[src/rtl/bus_arb2_32_pkg.sv]
// Shared definitions for the two-requester 32-bit bus arbiter:
// FSM encoding, grant codes, default timeout and the arbitration decision.
package bus_arb2_32_pkg;

  localparam int DATA_W          = 32;
  localparam int TIMEOUT_CYC_DEF = 255;

  localparam logic [1:0] IDLE = 2'd0;
  localparam logic [1:0] BUSY = 2'd1;
  localparam logic [1:0] RESP = 2'd2;

  localparam logic [1:0] GNT_NONE = 2'b00;
  localparam logic [1:0] GNT_0    = 2'b01;
  localparam logic [1:0] GNT_1    = 2'b10;

  // Returns the winning requester index (0 or 1). On a tie, round-robin picks
  // the requester that was not served last; fixed priority always picks 0.
  function automatic logic arb_pick(input logic r0, input logic r1,
                                    input logic last, input logic rr);
    if (r0 && r1) return rr ? ~last : 1'b0;
    return r1 & ~r0;
  endfunction

endpackage

[src/rtl/bus_arb2_32_if.sv]
// Requester and shared-memory signals of the arbiter. The arbiter uses the
// slave modport; the requesters/memory model use the master modport.
interface bus_arb2_32_if;
  import bus_arb2_32_pkg::*;

  logic              req0, req1;
  logic [DATA_W-1:0] addr0, addr1;
  logic [DATA_W-1:0] wdata0, wdata1;
  logic              we0, we1;
  logic              ack0, ack1;
  logic [DATA_W-1:0] rdata;
  logic              err;
  logic [1:0]        gnt;
  logic              mem_req, mem_we;
  logic [DATA_W-1:0] mem_addr, mem_wdata;
  logic [DATA_W-1:0] mem_rdata;
  logic              mem_ack;

  modport slave (
    input  req0, req1, addr0, addr1, wdata0, wdata1, we0, we1,
    input  mem_rdata, mem_ack,
    output ack0, ack1, rdata, err, gnt,
    output mem_req, mem_we, mem_addr, mem_wdata
  );

  modport master (
    output req0, req1, addr0, addr1, wdata0, wdata1, we0, we1,
    output mem_rdata, mem_ack,
    input  ack0, ack1, rdata, err, gnt,
    input  mem_req, mem_we, mem_addr, mem_wdata
  );

endinterface

[src/rtl/MUX2T1_32.sv]
// Team 32-bit 2:1 multiplexer: y = d1 when sel is high, else d0.
module MUX2T1_32 (
  input  logic        sel,
  input  logic [31:0] d0,
  input  logic [31:0] d1,
  output logic [31:0] y
);
  assign y = sel ? d1 : d0;
endmodule

[src/rtl/bus_arb2_32.sv]
// Two-requester arbiter onto a single 32-bit memory port with a per-transfer
// ack timeout. Three-state FSM: IDLE (arbitrate), BUSY (memory access), RESP (ack).
module bus_arb2_32
  import bus_arb2_32_pkg::*;
#(
  parameter int TIMEOUT_CYC = TIMEOUT_CYC_DEF,
  parameter int RR_EN       = 1
) (
  input  logic         clk,
  input  logic         rst_n,
  bus_arb2_32_if.slave bus
);

  localparam logic [8:0] TO_LIM = 9'(TIMEOUT_CYC);

  logic [1:0]        state;
  logic              sel;
  logic              last;
  logic [7:0]        cnt;
  logic [DATA_W-1:0] rdata_q;
  logic              err_q;
  logic [1:0]        gnt_q;

  logic              win;
  logic              busy;
  logic              resp;
  logic              mux_sel;
  logic              timeout;

  assign busy    = (state == BUSY);
  assign resp    = (state == RESP);
  assign win     = arb_pick(bus.req0, bus.req1, last, RR_EN != 0);
  assign timeout = (({1'b0, cnt} + 9'd1) == TO_LIM);

  // Outside BUSY the memory port shows requester 0, so the mux select is gated.
  assign mux_sel = busy & sel;

  always_ff @(posedge clk or negedge rst_n) begin
    if (!rst_n) begin
      state   <= IDLE;
      sel     <= 1'b0;
      last    <= 1'b1;
      cnt     <= '0;
      rdata_q <= '0;
      err_q   <= 1'b0;
      gnt_q   <= GNT_NONE;
    end else begin
      case (state)
        IDLE: begin
          if (bus.req0 || bus.req1) begin
            sel   <= win;
            gnt_q <= win ? GNT_1 : GNT_0;
            cnt   <= '0;
            state <= BUSY;
          end
        end
        BUSY: begin
          // A same-cycle ack takes precedence over the timeout.
          if (bus.mem_ack) begin
            rdata_q <= bus.mem_rdata;
            err_q   <= 1'b0;
            state   <= RESP;
          end else if (timeout) begin
            rdata_q <= '0;
            err_q   <= 1'b1;
            state   <= RESP;
          end else begin
            cnt <= cnt + 8'd1;
          end
        end
        RESP: begin
          last  <= sel;
          gnt_q <= GNT_NONE;
          state <= IDLE;
        end
        default: begin
          gnt_q <= GNT_NONE;
          state <= IDLE;
        end
      endcase
    end
  end

  assign bus.ack0    = resp & ~sel;
  assign bus.ack1    = resp & sel;
  assign bus.rdata   = rdata_q;
  assign bus.err     = err_q;
  assign bus.gnt     = gnt_q;
  assign bus.mem_req = busy;
  assign bus.mem_we  = busy & (sel ? bus.we1 : bus.we0);

  MUX2T1_32 u_mux_addr (
    .sel (mux_sel),
    .d0  (bus.addr0),
    .d1  (bus.addr1),
    .y   (bus.mem_addr)
  );

  MUX2T1_32 u_mux_wdata (
    .sel (mux_sel),
    .d0  (bus.wdata0),
    .d1  (bus.wdata1),
    .y   (bus.mem_wdata)
  );

endmodule

[src/flat_wrapper.sv]
// flat-port wrapper written by rule: the top's interface ports become plain ports
module bus_arb2_32_flat import bus_arb2_32_pkg::*;
#(
  parameter int TIMEOUT_CYC = TIMEOUT_CYC_DEF,
  parameter int RR_EN       = 1
)
  (clk, rst_n, bus_req0, bus_req1, bus_addr0, bus_addr1, bus_wdata0, bus_wdata1, bus_we0, bus_we1, bus_mem_rdata, bus_mem_ack, bus_ack0, bus_ack1, bus_rdata, bus_err, bus_gnt, bus_mem_req, bus_mem_we, bus_mem_addr, bus_mem_wdata);
  bus_arb2_32_if bus_i ();
  input  logic clk;
  input  logic rst_n;
  input wire logic [$bits(bus_i.req0)-1:0] bus_req0;
  input wire logic [$bits(bus_i.req1)-1:0] bus_req1;
  input wire logic [$bits(bus_i.addr0)-1:0] bus_addr0;
  input wire logic [$bits(bus_i.addr1)-1:0] bus_addr1;
  input wire logic [$bits(bus_i.wdata0)-1:0] bus_wdata0;
  input wire logic [$bits(bus_i.wdata1)-1:0] bus_wdata1;
  input wire logic [$bits(bus_i.we0)-1:0] bus_we0;
  input wire logic [$bits(bus_i.we1)-1:0] bus_we1;
  input wire logic [$bits(bus_i.mem_rdata)-1:0] bus_mem_rdata;
  input wire logic [$bits(bus_i.mem_ack)-1:0] bus_mem_ack;
  output wire logic [$bits(bus_i.ack0)-1:0] bus_ack0;
  output wire logic [$bits(bus_i.ack1)-1:0] bus_ack1;
  output wire logic [$bits(bus_i.rdata)-1:0] bus_rdata;
  output wire logic [$bits(bus_i.err)-1:0] bus_err;
  output wire logic [$bits(bus_i.gnt)-1:0] bus_gnt;
  output wire logic [$bits(bus_i.mem_req)-1:0] bus_mem_req;
  output wire logic [$bits(bus_i.mem_we)-1:0] bus_mem_we;
  output wire logic [$bits(bus_i.mem_addr)-1:0] bus_mem_addr;
  output wire logic [$bits(bus_i.mem_wdata)-1:0] bus_mem_wdata;
  assign bus_i.req0 = bus_req0;
  assign bus_i.req1 = bus_req1;
  assign bus_i.addr0 = bus_addr0;
  assign bus_i.addr1 = bus_addr1;
  assign bus_i.wdata0 = bus_wdata0;
  assign bus_i.wdata1 = bus_wdata1;
  assign bus_i.we0 = bus_we0;
  assign bus_i.we1 = bus_we1;
  assign bus_i.mem_rdata = bus_mem_rdata;
  assign bus_i.mem_ack = bus_mem_ack;
  assign bus_ack0 = bus_i.ack0;
  assign bus_ack1 = bus_i.ack1;
  assign bus_rdata = bus_i.rdata;
  assign bus_err = bus_i.err;
  assign bus_gnt = bus_i.gnt;
  assign bus_mem_req = bus_i.mem_req;
  assign bus_mem_we = bus_i.mem_we;
  assign bus_mem_addr = bus_i.mem_addr;
  assign bus_mem_wdata = bus_i.mem_wdata;
  bus_arb2_32 #(.TIMEOUT_CYC(TIMEOUT_CYC), .RR_EN(RR_EN)) u_core (.clk(clk), .rst_n(rst_n), .bus(bus_i));
endmodule
[config.mk]
export PLATFORM = sky130hd
export DESIGN_NAME = bus_arb2_32_flat
export DESIGN_NICKNAME = d
export VERILOG_FILES = /design/src/rtl/bus_arb2_32_pkg.sv /design/src/rtl/bus_arb2_32_if.sv /design/src/rtl/MUX2T1_32.sv /design/src/rtl/bus_arb2_32.sv /design/src/flat_wrapper.sv
export SDC_FILE = /design/constraint.sdc
export NUM_CORES = 1
export LEC_CHECK = 0
export ABC_CLOCK_PERIOD_IN_PS = 2700
export BUFFER_PORTS_ARGS = -buffer_cell sky130_fd_sc_hd__buf_4
export CORE_MARGIN = 5
export CORE_UTILIZATION = 30
export DETAILED_ROUTE_END_ITERATION = 8
export PLACE_DENSITY = 0.62
export SLEW_MARGIN = 20
export SYNTH_ARGS = -nofsm -noshare
export SYNTH_HDL_FRONTEND = slang
export SYNTH_HIERARCHICAL = 1
export SYNTH_SLANG_ARGS = --single-unit
[constraint.sdc]
create_clock -name clk -period 2.7 [get_ports clk]
set_input_delay 0.81 -clock clk [delete_from_list [all_inputs] [get_ports clk]]
set_output_delay 0.81 -clock clk [all_outputs]
set_load 0.05 [all_outputs]
Word-level counts from Yosys, hierarchy flattened --
Cells that the tools add are included.
Operators by class: add/subtract/negate cells 2, eq/ne operators 7, muxes and demuxes 21, bitwise operators 9, reduce and logical (&&, ||, !) cells 10
Operators with widths (number):
- $mux W32 | 4
- $mux W8 | 3
- $pmux W8 S2 | 1
- $mux W2 | 5
- $add A8 B1 Y9 const B | 1
- $eq A9 B8 Y1 const B | 1
- $add A8 B1 Y8 const B | 1
- $pmux W2 S2 | 2
- $reduce_and A2 Y1 | 4
- $mux W1 | 6
- $and A1 B1 Y1 | 5
- $ne A2 B2 Y1 const B | 2
- $not A1 Y1 | 4
- $reduce_and A4 Y1 | 1
- $reduce_bool A2 Y1 | 2
- $ne A3 B3 Y1 const B | 1
- $eq A2 B1 Y1 const B | 1
- $eq A2 B2 Y1 const B | 1
- $logic_not A2 Y1 | 1
- $ne A2 B1 Y1 const B | 1
- $logic_and A1 B1 Y1 | 1
- $logic_or A1 B1 Y1 | 1
Storage, ports and cells: register bits 47, input port bits 167, output and inout port bits 103

Longest topological paths before layout --
Gate-level depths: netlist of run 1.
word-level depth 6, mapped depth 7, depth with buffers taken out 6

By module --
Netlist of run 1, hierarchy kept.
By module, submodules not included:
- bus_arb2_32 | times used 1, cells an instance 171, area an instance 2074.5 µm², sequential area each 1177.4 µm²
- MUX2T1_32 | times used 2, cells an instance 36, area an instance 544.3 µm², sequential area each 0.0 µm²

Worst setup path before layout of run 1 --
OpenSTA, ideal clock, no wires.
path kind flip-flop to output port, from reg u_core.state[1], to out bus_mem_addr[0], data arrival time 1.569 ns, setup slack 0.321 ns, cell stages (with the launch flop) 6, buffers on the path 2, cells stage by stage dfrtp_1 > nand2b_1 > nor2_1 > buf_6 > buf_12 > mux2_4
On the way: longest elaborated chain between the ends 3
Ends and longest elaborated chain:
- start, declared | RTL line bus_arb2_32.sv:16 | logic [1:0] state;
- start signal, assigned | RTL line bus_arb2_32.sv:40 | state <= IDLE;
- start signal, assigned | RTL line bus_arb2_32.sv:54 | state <= BUSY;
- start signal, assigned | RTL line bus_arb2_32.sv:62 | state <= RESP;
- $eq A2 B1 Y1 | RTL line bus_arb2_32.sv:30 | assign busy = (state == BUSY);
- $and A1 B1 Y1 | RTL line bus_arb2_32.sv:36 | assign mux_sel = busy & sel;
- named net u_core.mux_sel | RTL line bus_arb2_32.sv:27 | logic mux_sel;
- $mux W32 | RTL line MUX2T1_32.sv:8 | assign y = sel ? d1 : d0;
- end, declared | RTL line flat_wrapper.sv:28 | output wire logic [$bits(bus_i.mem_addr)-1:0] bus_mem_addr;
The timed path passes the listed nets, and every way through them passes these cells.

Worst setup path after layout of run 1 --
from reg u_core.state[1], to out bus_mem_wdata[7]
On the way: longest elaborated chain between the ends 3
Ends and longest elaborated chain:
- $eq A2 B1 Y1 | RTL line bus_arb2_32.sv:30
- $and A1 B1 Y1 | RTL line bus_arb2_32.sv:36
- named net u_core.mux_sel | RTL line bus_arb2_32.sv:27
- $mux W32 | RTL line MUX2T1_32.sv:8
- end, declared | RTL line flat_wrapper.sv:29 | output wire logic [$bits(bus_i.mem_wdata)-1:0] bus_mem_wdata;
The timed path passes the listed nets, and every way through them passes these cells.

==> metrics.txt, run 1 <==
crit path launch=u_core/state[1]; cells after synthesis=roughly 240; Crit path depth=6; crit path to=bus_mem_wdata[7]; die height=113 um; CTS tree=built; top sig layer=met4; post-route insts no fill=651; r2r startpoint=u_core/cnt[1]; clk sink count=47; CP Data Arrival Time=about 1900 ps; P_sw=0.00298 W; first-pass GRT wire length=18,500 um; worst vdd ir=681 uV; Core Footprint=10,300 sq um; Pleak=about 2.9 nW; most frequent cells in the layout=buf_4 (261), mux2_4 (60), dfrtp_1 (45); Net Sw Frac=a little over 50%; hold_buf cts=0; wire length per cell=19.4 um; wire length on met1=between 4000 and 5000 um; final hold viol count=0; Placed Instance Area=5220 sq um; worst r2r path cells=6; clock skew=10.0 ps; port bufs=269; HPWL Detailed=10,200 um; clock tree buffer depth=2; # H-tree levels=2; met2 WL=6770 um; DRT iter0 DRCs=roughly 130; count of different cell masters after synthesis=45; post-synthesis sequential area ratio=roughly 37%; footprint of the multi-input gates=around 1800 sq um; Row Count=37; DR WL met3=1000 um; initial core utilization=30.6%; Final Cycle Share=between 90 and 100%; Crit path max-delay family=buffers and inverters; startpoint types=flip-flop; Vias=between 3,000 and 4,000; drt drc=0; largest net degree at the start of global routing=48; Final min period=2670 ps; vias in the first global route=3,256; critical path endpoint category=output pin; Antenna Violating Nets Remaining=0; net count after synthesis=about 410; clock root buffer=clkbuf_8; die footprint=12,700 sq um; WP buf/inv=3; #FFs+latches synth=47; placed cells=636; Worst Hold Class=input pin to async pin; Reg clk slew, reported paths=90 ps; maxcap violations=0; grt ovf=0; Crit Path Class=flip-flop to output pin; fraction of layout cells with a size suffix above 1=71.7%; Crit Path Max Fanout=11; synthesized cell area=roughly 3200 sq um; gr usage total=18.5%; Final GP Congestion=0.926; Clock power frac=8.6%; FILL cells=906; FF-to-FF setup slack=270 ps; Num CTS Buffers=5; Sequential Power Share=between 20% and 30%; initial antenna violation count=0; worst slew pin tran=907 ps; crit-path max cell delay=390 ps; register area=1180 sq um; final WL=12,600 um; Worst EP required=1890 ps; Cell Int Power=0.00290 W; Layout Nets=684; slowest CP cell=dfrtp_1; RSZ-0062 raised after global routing=true; number of diodes=0; drt via density=4.67; critical-path cell list=nand2b_4 -> nor2_4 -> buf_12 -> bufbuf_16 -> mux2_4 -> buf_6; synthesized area per cell=between 10 and 15 sq um; 1st-pass router iterations=4; final count of pins violating max slew=0; Slew HR=39.4%; Top Ports=270; die width=113 um; reg2reg end=u_core/bus.rdata[23]; Ys Warns=6; Comb power frac=around 71%; area grow syn2layout=75.2%; clock latency on the worst-skew pair=300 ps; Max Fclk=0.375 GHz; status=finished, final reports clean; commonest non-fill, non-tap cell in the layout=buf_4; power per cell area=1060 nW/um^2; cell area after layout=5540 sq um; Finish-stage setup viols=0
layout make-up:
class | count | area share [%]
Inverter | 8 | 0.542
Tap cell | 136 | 3.07
Sequential cell | 47 | 21.3
Clock buffer | 5 | 1.24
Clock inverter | 2 | 0.678
Multi-Input combinational cell | 171 | 32.0
Timing Repair Buffer | 282 | 41.2
repair_timing:
action,CTS,global route
setup buffers,3,2
pin swaps,1,1
endpoints found under the hold margin,0,0
gates cloned,3,0
endpoints found under the setup margin,42,33
resized for setup,16,3
stage by stage:
stage	utilization [%]	TNS, ps	hold slack (ps)	power, W	setup slack (ps)
2_1_floorplan	-	0	480	0.00410	321
3_3_place_gp	50.6	0	486	0.00514	244
3_5_place_dp	50.6	0	484	0.00517	201
4_1_cts	53.5	0	509	0.00591	16.8
5_1_grt	53.7	-446	527	0.00613	-40.5
6_report	53.7	0	506	0.00588	34.9
how the worst min path moves through the flow:
stage                               from                   end  slack [ps]  cells past startpoint
global route         u_core/bus.rdata[4]   u_core/bus.rdata[4]         530                      1
finish                             rst_n  u_core/bus.rdata[19]         510                      1
detailed placement  u_core/bus.rdata[30]  u_core/bus.rdata[30]         480                      1
global placement    u_core/bus.rdata[25]  u_core/bus.rdata[25]         490                      1
floorplan                  u_core/cnt[7]         u_core/cnt[7]         480                      1
CTS                 u_core/bus.rdata[25]  u_core/bus.rdata[25]         510                      1
logic make-up (layout without fill, tap and decap cells):
logic type	Yosys count	count (layout)	share of synthesized area, %
adders and majority gates	2	2	0.791
DFF	47	47	37.2
muxes	65	65	30.2
and+or+nand+nor	36	36	6.37
buffers and inverters	25	297	7.28
xor gates and xnor gates	1	1	0.277
AOI/OAI and AO/OA	67	67	17.8
metal layers:
layer | up-vias | track usage (%)
li1 | 1449 | -
met1 | 1424 | 19.7
met3 | 17 | 4.69
met4 | 0 | 5.45
met5 | - | 0
met2 | 151 | 35.4
registers in the layout (all words and copies together) (netlist names):
register          cells
u_core/cnt            8
u_core/last           1
u_core/bus.gnt        2
u_core/sel            1
u_core/bus.err        1
u_core/bus.rdata     32
u_core/state          2
synth_stat cells (all sizes together):
| cell type | n | share of area [%] |
|---|---|---|
| buf | 12 | 5.7 |
| nand2b | 5 | 0.99 |
| nand2 | 6 | 0.71 |
| ha | 2 | 0.79 |
| a22o | 33 | 9.1 |
| inv | 8 | 0.95 |
| dfrtp | 46 | 36 |
| o41ai | 1 | 0.28 |
| o22a | 1 | 0.28 |
| o211ai | 1 | 0.24 |
| a21o | 3 | 0.71 |
| and3b | 1 | 0.28 |
| o31ai | 2 | 0.47 |
| a21oi | 9 | 1.9 |
| and2 | 1 | 0.20 |
| and3 | 1 | 0.20 |
| or2b | 1 | 0.24 |
| xor2 | 1 | 0.28 |
| mux2i | 1 | 0.32 |
| a21boi | 1 | 0.24 |
| a221o | 1 | 0.32 |
| a211oi | 1 | 0.63 |
| o21bai | 2 | 0.59 |
| clkbuf | 5 | 0.59 |
| nor2 | 12 | 1.4 |
| dfstp | 1 | 0.83 |
| mux2 | 64 | 30 |
| nand3 | 5 | 1.2 |
| nand4 | 1 | 0.20 |
| o32ai | 1 | 0.28 |
| or3 | 3 | 0.95 |
| a211o | 1 | 0.28 |
| a221oi | 1 | 0.83 |
| o221ai | 2 | 0.55 |
| o21ai | 7 | 1.1 |
power groups by stage:
stage / combinational, W / clock (W) / sequential, W
floorplan: 0.00210 / 0 / 0.00200
global placement: 0.00394 / 0 / 0.00120
detailed placement: 0.00398 / 0 / 0.00119
CTS: 0.00419 / 0.000522 / 0.00120
global route: 0.00434 / 0.000545 / 0.00124
finish: 0.00418 / 0.000505 / 0.00120
No activity file was read; power rests on OpenSTA's default activity.
==> run 2: changes to the inputs <==
Settings changed: CELL_PAD_IN_SITES_DETAIL_PLACEMENT from default to 1, CELL_PAD_IN_SITES_GLOBAL_PLACEMENT from default to 2, CORE_UTILIZATION 30 to 21, PLACE_DENSITY 0.62 to 0.76, RECOVER_POWER from default to 100, SKIP_LAST_GASP from default to 1.
==> run 2 against run 1 <==
Flip-flop and latch count is the same; utilization shrank 17 points; global-route usage shrank 3.6 points; die area grew 39%; critical endpoint is now bus_mem_addr[27]; highest routed layer is now met5; wire length grew 8.3%; maximum frequency grew 2.0%; clock-buffer cell count grew 1; largest power group unchanged; sequential share of layout area grew 0.78 points; register-to-register slack is essentially flat; first-iteration DRC count shrank 27%; non-clock buffer count is the same.
==> metrics.txt, run 2 (same netlist as run 1, synthesis figures left out) <==
power per cell area=roughly 1100 nW/um^2; hold_buf cts=0; clock tree buffer depth=2; grt ovf=0; critical path endpoint category=output pin; status=finished, final reports clean; commonest non-fill, non-tap cell in the layout=buf_4; drt via density=roughly 4.4; Core Footprint=14,600 sq um; port bufs=approximately 270; final worst slack=87.5 ps; Largest register FFs=32; clock latency on the worst-skew pair=290 ps; Top Ports=270; placed cells=between 600 and 700; HPWL Detailed=about 12,000 um; most frequent cells in the layout=buf_4 (202), mux2_4 (60), dfrtp_1 (46); clock skew=4.94 ps; Final Cycle Share=96.8%; CP Data Arrival Time=1800 ps; r2r startpoint=u_core/cnt[1]; clock root buffer=clkbuf_16; crit path to=bus_mem_addr[27]; Slew HR=23.0%; 1st-pass router iterations=4; critical path's most frequent cell=buf_12; reg2reg end=u_core/state[1]; worst r2r path cells=6; # H-tree levels=2; Finish-stage setup viols=0; final WL=13,700 um; Layout Nets=684; Num CTS Buffers=5; fraction of layout cells with a size suffix above 1=62.5%; Final min period=around 2600 ps; crit-path max cell delay=380 ps; slowest CP cell=dfrtp_1; final hold viol count=0; Final GP Congestion=a little under 0.8; wire length per cell=19.5 um; Crit Path Max Fanout=19; crit path launch=u_core/state[1]; final count of pins violating max slew=0; hold path depth=1; first-pass GRT wire length=20,500 um; initial core utilization=21.6%; gr usage total=14.9%; Vias=3,057; largest net degree at the start of global routing=48; Antenna Violating Nets Remaining=0; Pleak=2.69 nW; FF-to-FF setup slack=between 200 and 300 ps; vias in the first global route=3,437; Row Count=44; maxcap violations=0; clk sink count=47; worst vdd ir=541 uV; post-route insts no fill=700; Crit Path Class=flip-flop to output pin; Reg clk slew, reported paths=approximately 60 ps; DRT iter0 DRCs=98; initial antenna violation count=2; worst slew pin tran=1150 ps; die height=133 um; area grow syn2layout=68.8%; FILL cells=1,691; Max Fclk=0.383 GHz; startpoint types=flip-flop; die footprint=~18,000 sq um; Worst EP required=1890 ps; Total Neg Setup Slack=0 ps; drt drc=0; RSZ-0062 raised after global routing=false; Overall Power=roughly 0.0057 W; critical-path cell list=nand2b_4 -> nor2_4 -> buf_12 -> buf_12 -> mux2_4 -> clkbuf_4; Worst Hold Class=flip-flop to flip-flop; DP Worst Slack=243 ps; CTS tree=built; die width=approximately 130 um
[run 2: cell count changes in the layout (fill, tap and decap cells not counted), moves of 2 or more]
cell	delta
clkbuf_2	+8
inv_2	-2
o21ai_0	+2
clkbuf_1	+42
buf_6	-14
buf_2	+7
clkbuf_8	-5
clkbuf_4	+20
buf_4	-59
clkbuf_16	+5
o21ai_1	-2
buf_16	-2
[run 2: worst max-delay path: cells and delay by family (launching register included)]
family	cells	cell delay, ps
buffers and inverters	3	540
flip-flops	1	380
multiplexers	1	310
AND/OR/NAND/NOR	2	270
[run 2: final cells by class]
cell class                 instances  area, sq um  area share (%)
tap                              184          230            4.31
timing repair buffer             282         1980            37.0
sequential                        47         1180            22.1
multi-input combinational        171         1760            33.0
clock inverter                     1         30.0           0.563
antenna                            1         2.50          0.0469
inverter                           8         30.0           0.563
clock buffer                       6          129            2.41
[run 2: what timing repair did]
item                       in CTS  in global routing
gates resized for setup         0                  1
buffers inserted                2                  1
pin swaps                       1                  0
setup endpoints to repair      61                 43
[run 2: worst min-delay path by stage]
stage / startpoint / endpoint / slack [ps]
after CTS: u_core/bus.rdata[31] / u_core/bus.rdata[31] / 510
after floorplan: u_core/cnt[7] / u_core/cnt[7] / 480
after global routing: u_core/bus.rdata[13] / u_core/bus.rdata[13] / 520
after detailed placement: u_core/bus.rdata[19] / u_core/bus.rdata[19] / 490
final: u_core/bus.rdata[10] / u_core/bus.rdata[10] / 500
after global placement: u_core/bus.rdata[21] / u_core/bus.rdata[21] / 480
[run 2: through the flow]
step / hold slack, ps / cell area [sq um] / util, %
detailed placement: 486 / 5330 / 36.4
floorplan: 480 / 3160 / -
global route: 520 / 5340 / 36.4
finish: 499 / 5340 / 36.4
global placement: 484 / 5330 / 36.4
CTS: 506 / 5520 / 37.7
[run 2: routing by layer]
| layer | track usage [%] | routed length, um | vias up |
|---|---|---|---|
| li1 | - | - | 1450 |
| met1 | 15.4 | 4990 | 1427 |
| met2 | 27.7 | 7240 | 162 |
| met3 | 5.62 | 1190 | 16 |
| met5 | 0 | 13 | - |
| met4 | 5.02 | 227 | 2 |
[run 2: power by group]
part	leakage (nW)	switching (W)	total [W]	internal (W)
Sequential	0.590	0.000199	0.00119	0.000990
Clock	0.0769	0.000254	0.000686	0.000432
Combinational	2.02	0.00251	0.00378	0.00127
